**config.mk**
```make
export PLATFORM = sky130hd
export DESIGN_NAME = frame_reader
export DESIGN_NICKNAME = d
export VERILOG_FILES = /design/src/rtl/frame_reader_pkg.sv /design/src/rtl/sync_fifo.sv /design/src/rtl/frame_reader.sv
export SDC_FILE = /design/constraint.sdc
export NUM_CORES = 1
export LEC_CHECK = 0
export CAP_MARGIN = 30
export CORE_ASPECT_RATIO = 1.1
export CORE_MARGIN = 3
export CORE_UTILIZATION = 40
export DETAILED_ROUTE_END_ITERATION = 10
export SLEW_MARGIN = 15
export SYNTH_ARGS = -nofsm -noshare
export SYNTH_HDL_FRONTEND = slang
export SYNTH_HIERARCHICAL = 1
export SYNTH_SLANG_ARGS = --single-unit
```
**constraint.sdc**
```tcl
create_clock -name clk -period 7.3 [get_ports clk]
set_input_delay 1.46 -clock clk [delete_from_list [all_inputs] [get_ports clk]]
set_output_delay 1.46 -clock clk [all_outputs]
set_load 0.05 [all_outputs]
```
**src/rtl/frame_reader_pkg.sv**
```systemverilog
// frame_reader shared types and constants.
// Burst address layout helper for DDR2 read commands.
package frame_reader_pkg;

  typedef enum logic [1:0] {
    ST_IDLE,
    ST_ISSUE,
    ST_DRAIN
  } state_e;

  localparam logic [2:0] CMD_READ = 3'b001;

  localparam int BASE_W = 6;
  localparam int ROW_W  = 10;
  localparam int COL_W  = 7;
  localparam int CX_W   = 10;
  localparam int CY_W   = 10;
  localparam int LANE_W = 2;
  localparam int ADDR_W = 31;

  function automatic logic [ADDR_W-1:0] burst_addr(
    input logic [BASE_W-1:0] base,
    input logic [CY_W-1:0]   cy,
    input logic [CX_W-1:0]   cx
  );
    return {6'b0, base, cy, cx[9:3], 2'b00};
  endfunction

endpackage

```
**src/rtl/sync_fifo.sv**
```systemverilog
// Show-ahead synchronous FIFO with occupancy count.
// A push while full is accepted when a pop happens the same cycle.
module sync_fifo #(
  parameter int WIDTH = 128,
  parameter int DEPTH = 16
) (
  input  logic                     clk,
  input  logic                     rst,
  input  logic                     push,
  input  logic [WIDTH-1:0]         wdata,
  input  logic                     pop,
  output logic [WIDTH-1:0]         rdata,
  output logic [$clog2(DEPTH):0]   count,
  output logic                     empty,
  output logic                     full
);

  localparam int AW = $clog2(DEPTH);
  localparam int CW = AW + 1;

  logic [WIDTH-1:0] mem_q [DEPTH];
  logic [AW-1:0]    wr_ptr_q, wr_ptr_d;
  logic [AW-1:0]    rd_ptr_q, rd_ptr_d;
  logic [CW-1:0]    count_q, count_d;
  logic             do_push;
  logic             do_pop;

  assign empty = (count_q == '0);
  assign full  = (count_q == CW'(DEPTH));
  assign count = count_q;
  assign rdata = mem_q[rd_ptr_q];

  always_comb begin
    do_pop   = pop && !empty;
    do_push  = push && (!full || do_pop);
    wr_ptr_d = wr_ptr_q;
    rd_ptr_d = rd_ptr_q;
    count_d  = count_q;
    if (do_push) begin
      wr_ptr_d = wr_ptr_q + AW'(1);
    end
    if (do_pop) begin
      rd_ptr_d = rd_ptr_q + AW'(1);
    end
    unique case ({do_push, do_pop})
      2'b10:   count_d = count_q + CW'(1);
      2'b01:   count_d = count_q - CW'(1);
      default: count_d = count_q;
    endcase
  end

  always_ff @(posedge clk) begin
    if (!rst) begin
      wr_ptr_q <= '0;
      rd_ptr_q <= '0;
      count_q  <= '0;
    end else begin
      wr_ptr_q <= wr_ptr_d;
      rd_ptr_q <= rd_ptr_d;
      count_q  <= count_d;
    end
  end

  always_ff @(posedge clk) begin
    if (do_push) begin
      mem_q[wr_ptr_q] <= wdata;
    end
  end

endmodule

```
**src/rtl/frame_reader.sv**
```systemverilog
// DDR2 frame-buffer read engine: raster-order burst reads,
// credit-limited return buffering, 24-bit pixel stream out.
module frame_reader
  import frame_reader_pkg::*;
#(
  parameter int H_PIXELS  = 800,
  parameter int V_LINES   = 600,
  parameter int BUF_WORDS = 16
) (
  input  logic          clk,
  input  logic          rst,
  input  logic          start,
  input  logic [31:0]   frame_base,
  output logic          ready,
  output logic          done,
  input  logic          af_full,
  output logic          af_wr_en,
  output logic [30:0]   af_addr_din,
  output logic [2:0]    af_cmd_din,
  input  logic          rdf_valid,
  input  logic [127:0]  rdf_dout,
  output logic          pix_valid,
  input  logic          pix_ready,
  output logic [23:0]   pix_data,
  output logic          pix_sof,
  output logic          pix_eol,
  output logic          err
);

  localparam int CNT_W = $clog2(BUF_WORDS) + 1;
  localparam int SUM_W = CNT_W + 2;

  localparam logic [CX_W-1:0] CX_LAST = CX_W'(H_PIXELS - 8);
  localparam logic [CX_W-1:0] OX_LAST = CX_W'(H_PIXELS - 1);
  localparam logic [CY_W-1:0] CY_LAST = CY_W'(V_LINES - 1);

  state_e state_q, state_d;

  logic [BASE_W-1:0] base_q, base_d;
  logic [CX_W-1:0]   cx_q, cx_d;
  logic [CY_W-1:0]   cy_q, cy_d;
  logic [CX_W-1:0]   ox_q, ox_d;
  logic [CY_W-1:0]   oy_q, oy_d;
  logic [CNT_W-1:0]  outst_q, outst_d;
  logic [LANE_W-1:0] lane_q, lane_d;
  logic              err_q, err_d;

  logic              start_acc;
  logic              issue_last;
  logic              pix_fire;
  logic              pix_last;
  logic              credit_ok;
  logic [SUM_W-1:0]  credit_sum;

  logic              fifo_push;
  logic              fifo_pop;
  logic [127:0]      fifo_rdata;
  logic [CNT_W-1:0]  fifo_count;
  logic              fifo_empty;
  logic              fifo_full;

  sync_fifo #(
    .WIDTH (128),
    .DEPTH (BUF_WORDS)
  ) u_buf (
    .clk   (clk),
    .rst   (rst),
    .push  (fifo_push),
    .wdata (rdf_dout),
    .pop   (fifo_pop),
    .rdata (fifo_rdata),
    .count (fifo_count),
    .empty (fifo_empty),
    .full  (fifo_full)
  );

  // Credits cover words in flight plus words already buffered.
  assign credit_sum = SUM_W'(outst_q)
                    + SUM_W'(fifo_count)
                    + SUM_W'(2);
  assign credit_ok  = credit_sum <= SUM_W'(BUF_WORDS);

  assign start_acc  = (state_q == ST_IDLE) && start;
  assign issue_last = (cx_q == CX_LAST) && (cy_q == CY_LAST);

  assign pix_valid  = !fifo_empty;
  assign pix_fire   = pix_valid && pix_ready;
  assign pix_last   = (ox_q == OX_LAST) && (oy_q == CY_LAST);
  assign fifo_pop   = pix_fire && (lane_q == 2'd3);
  assign fifo_push  = rdf_valid && (outst_q != '0);

  assign af_addr_din = burst_addr(base_q, cy_q, cx_q);
  assign af_cmd_din  = CMD_READ;
  assign pix_sof     = pix_valid && (ox_q == '0) && (oy_q == '0);
  assign pix_eol     = pix_valid && (ox_q == OX_LAST);
  assign err         = err_q;

  always_comb begin
    pix_data = fifo_rdata[23:0];
    unique case (lane_q)
      2'd0: pix_data = fifo_rdata[23:0];
      2'd1: pix_data = fifo_rdata[55:32];
      2'd2: pix_data = fifo_rdata[87:64];
      2'd3: pix_data = fifo_rdata[119:96];
      default: pix_data = fifo_rdata[23:0];
    endcase
  end

  always_ff @(posedge clk) begin
    if (!rst) begin
      state_q <= ST_IDLE;
    end else begin
      state_q <= state_d;
    end
  end

  always_comb begin
    state_d = state_q;
    unique case (state_q)
      ST_IDLE: begin
        if (start) state_d = ST_ISSUE;
      end
      ST_ISSUE: begin
        if (af_wr_en && issue_last) state_d = ST_DRAIN;
      end
      ST_DRAIN: begin
        if (done) state_d = ST_IDLE;
      end
      default: state_d = ST_IDLE;
    endcase
  end

  always_comb begin
    ready    = (state_q == ST_IDLE);
    af_wr_en = (state_q == ST_ISSUE) && !af_full && credit_ok;
    done     = (state_q == ST_DRAIN) && pix_fire && pix_last;
  end

  always_comb begin
    base_d  = base_q;
    cx_d    = cx_q;
    cy_d    = cy_q;
    ox_d    = ox_q;
    oy_d    = oy_q;
    lane_d  = lane_q;
    outst_d = outst_q;
    err_d   = err_q | (rdf_valid && (outst_q == '0));

    if (start_acc) begin
      base_d = frame_base[27:22];
      cx_d   = '0;
      cy_d   = '0;
      ox_d   = '0;
      oy_d   = '0;
    end

    if (af_wr_en) begin
      if (cx_q == CX_LAST) begin
        cx_d = '0;
        cy_d = cy_q + CY_W'(1);
      end else begin
        cx_d = cx_q + CX_W'(8);
      end
    end

    if (pix_fire) begin
      lane_d = lane_q + LANE_W'(1);
      if (ox_q == OX_LAST) begin
        ox_d = '0;
        oy_d = (oy_q == CY_LAST) ? '0 : oy_q + CY_W'(1);
      end else begin
        ox_d = ox_q + CX_W'(1);
      end
    end

    if (af_wr_en) outst_d = outst_d + CNT_W'(2);
    if (fifo_push) outst_d = outst_d - CNT_W'(1);
  end

  always_ff @(posedge clk) begin
    if (!rst) begin
      base_q  <= '0;
      cx_q    <= '0;
      cy_q    <= '0;
      ox_q    <= '0;
      oy_q    <= '0;
      lane_q  <= '0;
      outst_q <= '0;
      err_q   <= 1'b0;
    end else begin
      base_q  <= base_d;
      cx_q    <= cx_d;
      cy_q    <= cy_d;
      ox_q    <= ox_d;
      oy_q    <= oy_d;
      lane_q  <= lane_d;
      outst_q <= outst_d;
      err_q   <= err_d;
    end
  end

  logic unused_bits;
  assign unused_bits = ^{frame_base[31:28], frame_base[21:0],
                         fifo_rdata[127:120], fifo_rdata[95:88],
                         fifo_rdata[63:56], fifo_rdata[31:24],
                         fifo_full};

endmodule

```
After elaboration in Yosys (flattened, before gate mapping)
Memories as Yosys holds them, arrays and structs flattened. A register that Yosys moved wholly into a read port is not among the register bits.
Cells that the tools add are included.
{"block": "word_totals", "regBits": 69, "word_cells": 99, "output_inout_bits": 65, "inputBits": 166, "mem_count": 1, "rom_bits": 0, "latchBits": 0, "ramBits": 2048}
{"name": "u_buf.mem_q", "words": 16, "width": 128, "read_ports": 1, "rd_ports_with_merged_regs": 1, "wr": 1, "line_no": "sync_fifo.sv:21", "rtl": "logic [WIDTH-1:0] mem_q [DEPTH];"}
{"block": "classes", "n_div": 0, "mul": 0, "n_bitwise": 1, "n_shift": 0, "reduce_logical": 32, "n_eq_ne": 15, "add_sub_neg": 13, "mux": 24, "n_lt_le_gt_ge": 1}
{"cell": "two-way mux 10 bit", "n": 12}
{"cell": "one-hot mux 24 bit (4 select lines)", "n": 1}
{"cell": "equality test 10 bit (second input constant)", "n": 4}
{"cell": "adder 10 x 1 -> 10 bit (second input constant)", "n": 3}
{"cell": "zero test 10 bit", "n": 2}
{"cell": "logical AND 1 bit", "n": 17}
{"cell": "adder 10 x 4 -> 10 bit (second input constant)", "n": 1}
{"cell": "zero test 5 bit", "n": 2}
{"cell": "two-way mux 5 bit", "n": 2}
{"cell": "one-hot mux 5 bit (2 select lines)", "n": 1}
{"cell": "subtractor 5 x 1 -> 5 bit (second input constant)", "n": 2}
{"cell": "adder 4 x 1 -> 4 bit (second input constant)", "n": 2}
{"cell": "equality test 2 bit (second input constant)", "n": 4}
{"cell": "two-way mux 4 bit", "n": 2}
{"cell": "adder 6 x 2 -> 7 bit (second input constant)", "n": 1}
{"cell": "less-or-equal comparator 7 x 5 -> 1 bit (second input constant)", "n": 1}
{"cell": "adder 5 x 5 -> 6 bit", "n": 1}
{"cell": "equality test 2 x 1 -> 1 bit (second input constant)", "n": 3}
{"cell": "two-way mux 2 bit", "n": 3}
{"cell": "!= test 2 bit (second input constant)", "n": 3}
{"cell": "one-hot mux 2 bit (3 select lines)", "n": 1}
{"cell": "nonzero test 2 bit", "n": 3}
{"cell": "adder 5 x 1 -> 5 bit (second input constant)", "n": 1}
{"cell": "adder 5 x 2 -> 5 bit (second input constant)", "n": 1}
{"cell": "9 further kinds", "n": 13}

Depth between registers and ports, before layout
Gate-level depths: netlist of the first run.
{"block": "logic_depth", "word_depth": 9, "ltp_mapped": 15, "ltp_nobuf": 13}

By module
Netlist of the first run, hierarchy kept.
{"module": "sync_fifo", "instances": 1, "seq_area_each_um2": 61839.3, "area_per_inst_um2": 77362.9, "cells_per_inst": 3255}
{"module": "frame_reader", "instances": 1, "seq_area_each_um2": 1061.0, "area_per_inst_um2": 3819.9, "cells_per_inst": 482}

Least setup slack after synthesis of the first run
OpenSTA, ideal clock, no wires.
{"block": "synth_timing", "path_type": "input to register", "start": "input pix_ready", "end": "memory u_buf.mem_q[10][0], enable pin", "stages": 8, "setup_time_ns": 0.502, "path_buffers": 2, "arrival_time_ns": 5.733, "setup_slack_ns": 1.065, "required_ns": 6.798, "cell_sequence": "nor2b_1 > clkbuf_1 > and2_1 > buf_2 > nand2b_1 > o21ai_4 > nor3b_1 > and2_1"}
{"block": "synth_via", "elab_chain_len": 7}
{"element": "from (decl)", "line_no": "frame_reader.sv:23", "rtl": "input logic pix_ready,"}
{"element": "logical AND 1 bit", "line_no": "frame_reader.sv:87", "rtl": "assign pix_fire = pix_valid && pix_ready;"}
{"element": "logical AND 1 bit", "line_no": "frame_reader.sv:89", "rtl": "assign fifo_pop = pix_fire && (lane_q == 2'd3);"}
{"element": "named net fifo_pop", "line_no": "frame_reader.sv:56", "rtl": "logic fifo_pop;"}
{"element": "logical AND 1 bit", "line_no": "sync_fifo.sv:34", "rtl": "do_pop = pop && !empty;"}
{"element": "logical OR 1 bit", "line_no": "sync_fifo.sv:35", "rtl": "do_push = push && (!full || do_pop);"}
{"element": "logical AND 1 bit", "line_no": "sync_fifo.sv:35"}
{"element": "two-way mux 1 bit", "line_no": "sync_fifo.sv:65", "rtl": "if (do_push) begin"}
{"element": "two-way mux 1 bit (not written as such)", "line_no": "sync_fifo.sv:66", "rtl": "mem_q[wr_ptr_q] <= wdata;"}
{"element": "to (decl)", "line_no": "sync_fifo.sv:21"}
The timed path passes the listed nets, and every way through them passes these cells.

==> results.sh, run 1 <==
export IMPL_hp_start="base_q[1]"
export IMPL_crit_path_start_kind="register"
export IMPL_grt_max_degree=85
export IMPL_reg2reg_from="u_buf/count[1]"
export IMPL_syn_cell_area_mm2=0.0623
export IMPL_cts_hold_buf=0
export IMPL_switchingPower_mw=5.10
export IMPL_fillers=12779
export IMPL_io_pin_count=231
export IMPL_end_kind="output pin"
export IMPL_hold_violations=0
export IMPL_combPwrFrac=0.108
export IMPL_overflow=0
export IMPL_vias=30788
export IMPL_path_clk_slew_ns=0.06
export IMPL_drt_iter0_drc=3066
export IMPL_root_buffer="clkbuf_16"
export IMPL_avgSynthCellArea_um2=20.8
export IMPL_period_minus_slack_ns=6.50
export IMPL_fin_tns_setup_ns=0
export IMPL_grt_use_total=0.193
export IMPL_crit_family="buffers and inverters"
export IMPL_pwr_share_seq=0.507
export IMPL_power_density_mw_per_mm2=291
export IMPL_dr_pass1_iters=8
export IMPL_worstSetupPathType="reg -> out"
export IMPL_worstPathArrival_ns=5.04
export IMPL_wl_um=155000
export IMPL_area_growth_pct=15.3
export IMPL_grt_setup_unrepaired="false"
export IMPL_clock_latency_ns=0.79
export IMPL_layout_nets=3408
export IMPL_avgViaCountPerCell=5.69
export IMPL_clock_sinks=1606
export IMPL_grt_pass1_wl_um=224000
export IMPL_cellLeakagePower_nw=22.3
export IMPL_drc=0
export IMPL_coreArea_mm2=0.154
export IMPL_wire_per_inst_um=28.6
export IMPL_cp_cell_sequence="nor2b_4, buf_4, a22oi_1, nand2_1, a222oi_1, mux2i_1, clkdlybuf4s50_1"
export IMPL_status="complete, no violations"
export IMPL_relSlewSlack=0.307
export IMPL_cap_violations=0
export IMPL_drtAntennaViolNets=0
export IMPL_hp_class="reg -> reg"
export IMPL_synth_warnings=6
export IMPL_ir_drop_v=0.000244
export IMPL_ctsResizeCount=0
export IMPL_pwr_share_clk=0.386
export IMPL_fmaxAchievable_mhz=154
export IMPL_seq_area_mm2=0.0475
export IMPL_cts_tree="yes"
export IMPL_setup_ws_ns=0.796
export IMPL_slowest_stage="clkdlybuf4s50_1"
export IMPL_die_width_um=382
export IMPL_antenna_found_initial=31
export IMPL_pre_cts_slack_ns=1.61
export IMPL_grt_pass1_vias=31222
export IMPL_drive_gt1_frac=0.220
export IMPL_cts_buffers=164
export IMPL_crit_buf_inv=2
export IMPL_fp_row_count=151
export IMPL_required_ns=5.84
export IMPL_cts_max_path_buffers=3
export IMPL_multi_input_area_mm2=0.0138
export IMPL_port_buffers=161
export IMPL_htree_levels=4
export IMPL_cpPeakStageDelay_ns=0.96
export IMPL_worstMarginPinSlew_ns=1.04
export IMPL_p_sw_frac=0.244
export IMPL_gp_congestion=0.755
export IMPL_start_util=0.404
export IMPL_worstPathMaxFanout=51
export IMPL_dp_cells=5111
export IMPL_postLayoutCoreUtil=0.466
export IMPL_syn_inst=3000
export IMPL_post_cts_buffers=0
export IMPL_fp_dieH_um=420
export IMPL_clock_skew_ns=0.0260
export IMPL_hpwl_um=87300
export IMPL_final_cells=5414
export IMPL_setup_viol=0
export IMPL_intPower_mw=15.8
export IMPL_die_area_mm2=0.161
export IMPL_final_max_slew_violation_count=0
export IMPL_period_share=0.891
flip-flops by register name, summed over array words and instances, names as in the netlist, 5 cells and up, named ones only:
name,cells
u_buf/count,5
oy_q,10
outst_q,5
u_buf/mem_q,1536
ox_q,10
cx_q,7
cy_q,10
base_q,6
cell type report:
class | count | area share
multi-input cells | 1147 | 0.192
inverters | 45 | 0.00235
flip-flops and latches | 1606 | 0.661
clock inverters | 82 | 0.0105
well taps | 2065 | 0.0359
repair buffers | 248 | 0.0370
clock buffers | 214 | 0.0610
diodes | 7 | 0.000244
power by group through the flow:
stage | clock [mW] | combinational, mW | sequential (mW)
2_1_floorplan | 0 | 1.20 | 10.8
3_3_place_gp | 0 | 2.23 | 10.8
3_5_place_dp | 0 | 2.27 | 10.8
4_1_cts | 8.27 | 2.28 | 10.6
5_1_grt | 8.64 | 2.40 | 10.6
6_report | 8.07 | 2.26 | 10.6
layout by cell type, fill, tap and decap left out, drive strengths merged, types with 4 or more instances in the layout:
cell / n
edfxtp: 1536
mux4: 384
clkbuf: 214
a22oi: 162
clkdlybuf4s50: 160
nand2: 133
buf: 88
dfxtp: 70
clkinv: 62
nor2: 60
inv: 51
mux2i: 34
and2: 34
o22ai: 33
o21ai: 33
ha: 28
a222oi: 24
a21boi: 23
nor2b: 22
and3: 19
nand3: 15
a21oi: 13
nand4: 11
nand2b: 11
conb: 11
bufinv: 11
nand3b: 10
xnor2: 9
nor3b: 9
diode: 7
or4: 6
nor4: 6
nor3: 6
or3: 6
o211ai: 5
o21a: 4
a31oi: 4
xor2: 4
path summary, 6_finish.rpt:
kind	slack [ns]	endpoint	cells past startpoint
worst max-delay path	0.80	pix_data[6]	7
worst min-delay path	0.46	base_q[1]	2
worst max register to register	2.85	u_buf/mem_q[10][19]	10
worst min register to register	0.46	base_q[1]	2
metal layers:
| metal | wire length, um | track usage | vias to the layer above | share of wire |
|---|---|---|---|---|
| met5 | 149 | 0 | - | 0.00096 |
| met4 | 4160 | 0.0580 | 24 | 0.027 |
| met3 | 13400 | 0.0500 | 239 | 0.087 |
| met2 | 73000 | 0.303 | 1148 | 0.47 |
| met1 | 64000 | 0.268 | 16488 | 0.41 |
| li1 | - | - | 12889 | - |
worst min-delay path, delay by kind of cell (launching register included):
family           cells  cell delay [ns]
AO/OA/AOI/OAI        1             0.06
flip-flops           1             0.30
AND/OR/NAND/NOR      1             0.04
per-stage QoR:
step / instance area (um2) / hold slack (ns) / power, mW
2_1_floorplan: 62400 / 0.476 / 12.0
3_3_place_gp: 66700 / 0.450 / 13.0
3_5_place_dp: 66700 / 0.458 / 13.1
4_1_cts: 71900 / 0.465 / 21.2
5_1_grt: 71900 / 0.494 / 21.7
6_report: 71900 / 0.460 / 20.9
Power figures use the tool's default switching activity.
==> inputs of run 2 (changes only) <==
- SLEW_MARGIN: 15 -> 40
==> run 2 against run 1 <==
Effect of this change: flip-flop and latch count stayed put; hold slack gained 0.00099 ns; clock skew decreased by 0.0061 ns; highest routed layer unchanged; critical endpoint is now pix_data[19].
==> results.sh, run 2 (same netlist as run 1, synthesis figures left out) <==
export IMPL_status="complete, no violations"
export IMPL_top_register="u_buf/mem_q"
export IMPL_final_cell_mix="edfxtp_1 (1536), mux4_2 (384), clkbuf_16 (166)"
export IMPL_avgViaCountPerCell=5.67
export IMPL_hold_end="base_q[1]"
export IMPL_drive_gt1_frac=0.221
export IMPL_fp_dieH_um=420
export IMPL_cap_violations=0
export IMPL_layout_nets=3416
export IMPL_ctsResizeCount=0
export IMPL_worstSetupPathType="reg -> out"
export IMPL_fin_tns_setup_ns=0
export IMPL_gp_congestion=0.755
export IMPL_holdPathStages=2
export IMPL_die_area_mm2=0.161
export IMPL_io_pin_count=231
export IMPL_overflow=0
export IMPL_largest_reg_flops=1536
export IMPL_wl_um=154000
export IMPL_end_kind="output pin"
export IMPL_fp_row_count=151
export IMPL_wire_per_inst_um=28.5
export IMPL_worstPathArrival_ns=4.92
export IMPL_grt_pass1_wl_um=223000
export IMPL_htree_levels=4
export IMPL_hp_class="reg -> reg"
export IMPL_layout_commonest_cell="edfxtp_1"
export IMPL_area_growth_pct=15.5
export IMPL_cpPeakStageDelay_ns=0.79
export IMPL_clock_sinks=1606
export IMPL_reg2regPathDepth=10
export IMPL_worstPathMaxFanout=30
export IMPL_grt_setup_unrepaired="false"
export IMPL_required_ns=5.84
export IMPL_cts_buffers=164
export IMPL_grt_use_total=0.193
export IMPL_clock_latency_ns=0.77
export IMPL_cp_cell_sequence="buf_12, buf_12, buf_12, mux4_2, a22oi_1, nand2_1, a222oi_1, mux2i_1, clkdlybuf4s50_1"
export IMPL_grt_max_degree=85
export IMPL_fmaxAchievable_mhz=157
export IMPL_path_clk_slew_ns=0.06
export IMPL_timing_rr_end="u_buf/mem_q[8][76]"
export IMPL_setup_viol=0
export IMPL_antenna_found_initial=29
export IMPL_worstMarginPinSlew_ns=0.819
export IMPL_cts_max_path_buffers=3
export IMPL_port_buffers=161
export IMPL_hp_start="base_q[1]"
export IMPL_period_share=0.873
export IMPL_ir_drop_v=0.000244
export IMPL_clock_skew_ns=0.0198
export IMPL_grt_pass1_vias=31035
export IMPL_slowest_stage="clkdlybuf4s50_1"
export IMPL_crit_path_start_kind="register"
export IMPL_die_width_um=382
export IMPL_reg2reg_from="u_buf/count[0]"
export IMPL_cts_hold_buf=0
export IMPL_hpwl_um=88000
export IMPL_cp_common_cell="buf_12"
export IMPL_relSlewSlack=0.438
export IMPL_coreArea_mm2=0.154
export IMPL_cts_tree="yes"
export IMPL_final_max_slew_violation_count=0
export IMPL_fillers=12751
export IMPL_cellLeakagePower_nw=22.4
export IMPL_start_util=0.404
export IMPL_drt_iter0_drc=2950
export IMPL_post_cts_buffers=0
export IMPL_r2r_slack_ns=3.02
export IMPL_power_density_mw_per_mm2=290
export IMPL_vias=30726
export IMPL_drc=0
export IMPL_root_buffer="clkbuf_16"
export IMPL_dr_pass1_iters=5
export IMPL_hold_violations=0
export IMPL_drtAntennaViolNets=0
export IMPL_whs_ns=0.461
export IMPL_period_minus_slack_ns=6.38
run 2: how the worst max path moves through the flow:
| stage | endpoint | startpoint | slack, ns |
|---|---|---|---|
| final | pix_data[19] | register | 0.92 |
| after global placement | pix_data[10] | register | 1.65 |
| after detailed placement | pix_data[10] | register | 1.65 |
| after CTS | pix_data[15] | register | 0.77 |
| after floorplan | u_buf/mem_q[10][0] | pix_ready | 1.82 |
| after global routing | pix_data[15] | register | 0.74 |
run 2: report_power, final:
part	internal, mW	leakage (nW)	switching [mW]
sequential	10.5	14.4	0.104
combinational	0.706	5.48	1.55
clock	4.62	2.48	3.40
total	15.8	22.4	5.05
run 2: metrics by stage:
step                       util  instance area (um2)  worst slack, ns  std cells  power, mW
after detailed placement  0.433                66900             1.65       5117       13.1
after global routing      0.466                72000            0.740       5413       21.6
after CTS                 0.466                72000            0.766       5410       21.1
after floorplan               -                62400             1.82       3009       12.0
final                     0.467                72000            0.924       5418       20.9
after global placement    0.432                66700             1.65       5108       13.0
run 2: layout make-up:
cell class | count | area [um2] | area share
Tap cell | 2065 | 2580 | 0.0359
Sequential cell | 1606 | 47500 | 0.660
Timing Repair Buffer | 256 | 2810 | 0.0390
Antenna cell | 6 | 15.0 | 0.000208
Multi-Input combinational cell | 1147 | 13800 | 0.192
Clock buffer | 222 | 4400 | 0.0612
Inverter | 45 | 169 | 0.00235
Clock inverter | 71 | 684 | 0.00950
run 2: critical path: cells and delay by family, from the launching register on:
kind	cells	cell delay, ns
buf+inv	4	1.58
mux	2	0.85
compound gates	2	0.84
flops	1	0.57
simple gates	1	0.19
run 2: layer usage:
metal	GRT usage	vias up	wire, um
li1	-	12904	-
met1	0.271	16472	65900
met2	0.307	1108	73700
met3	0.0401	220	11100
met4	0.0516	22	3340
met5	0	-	149
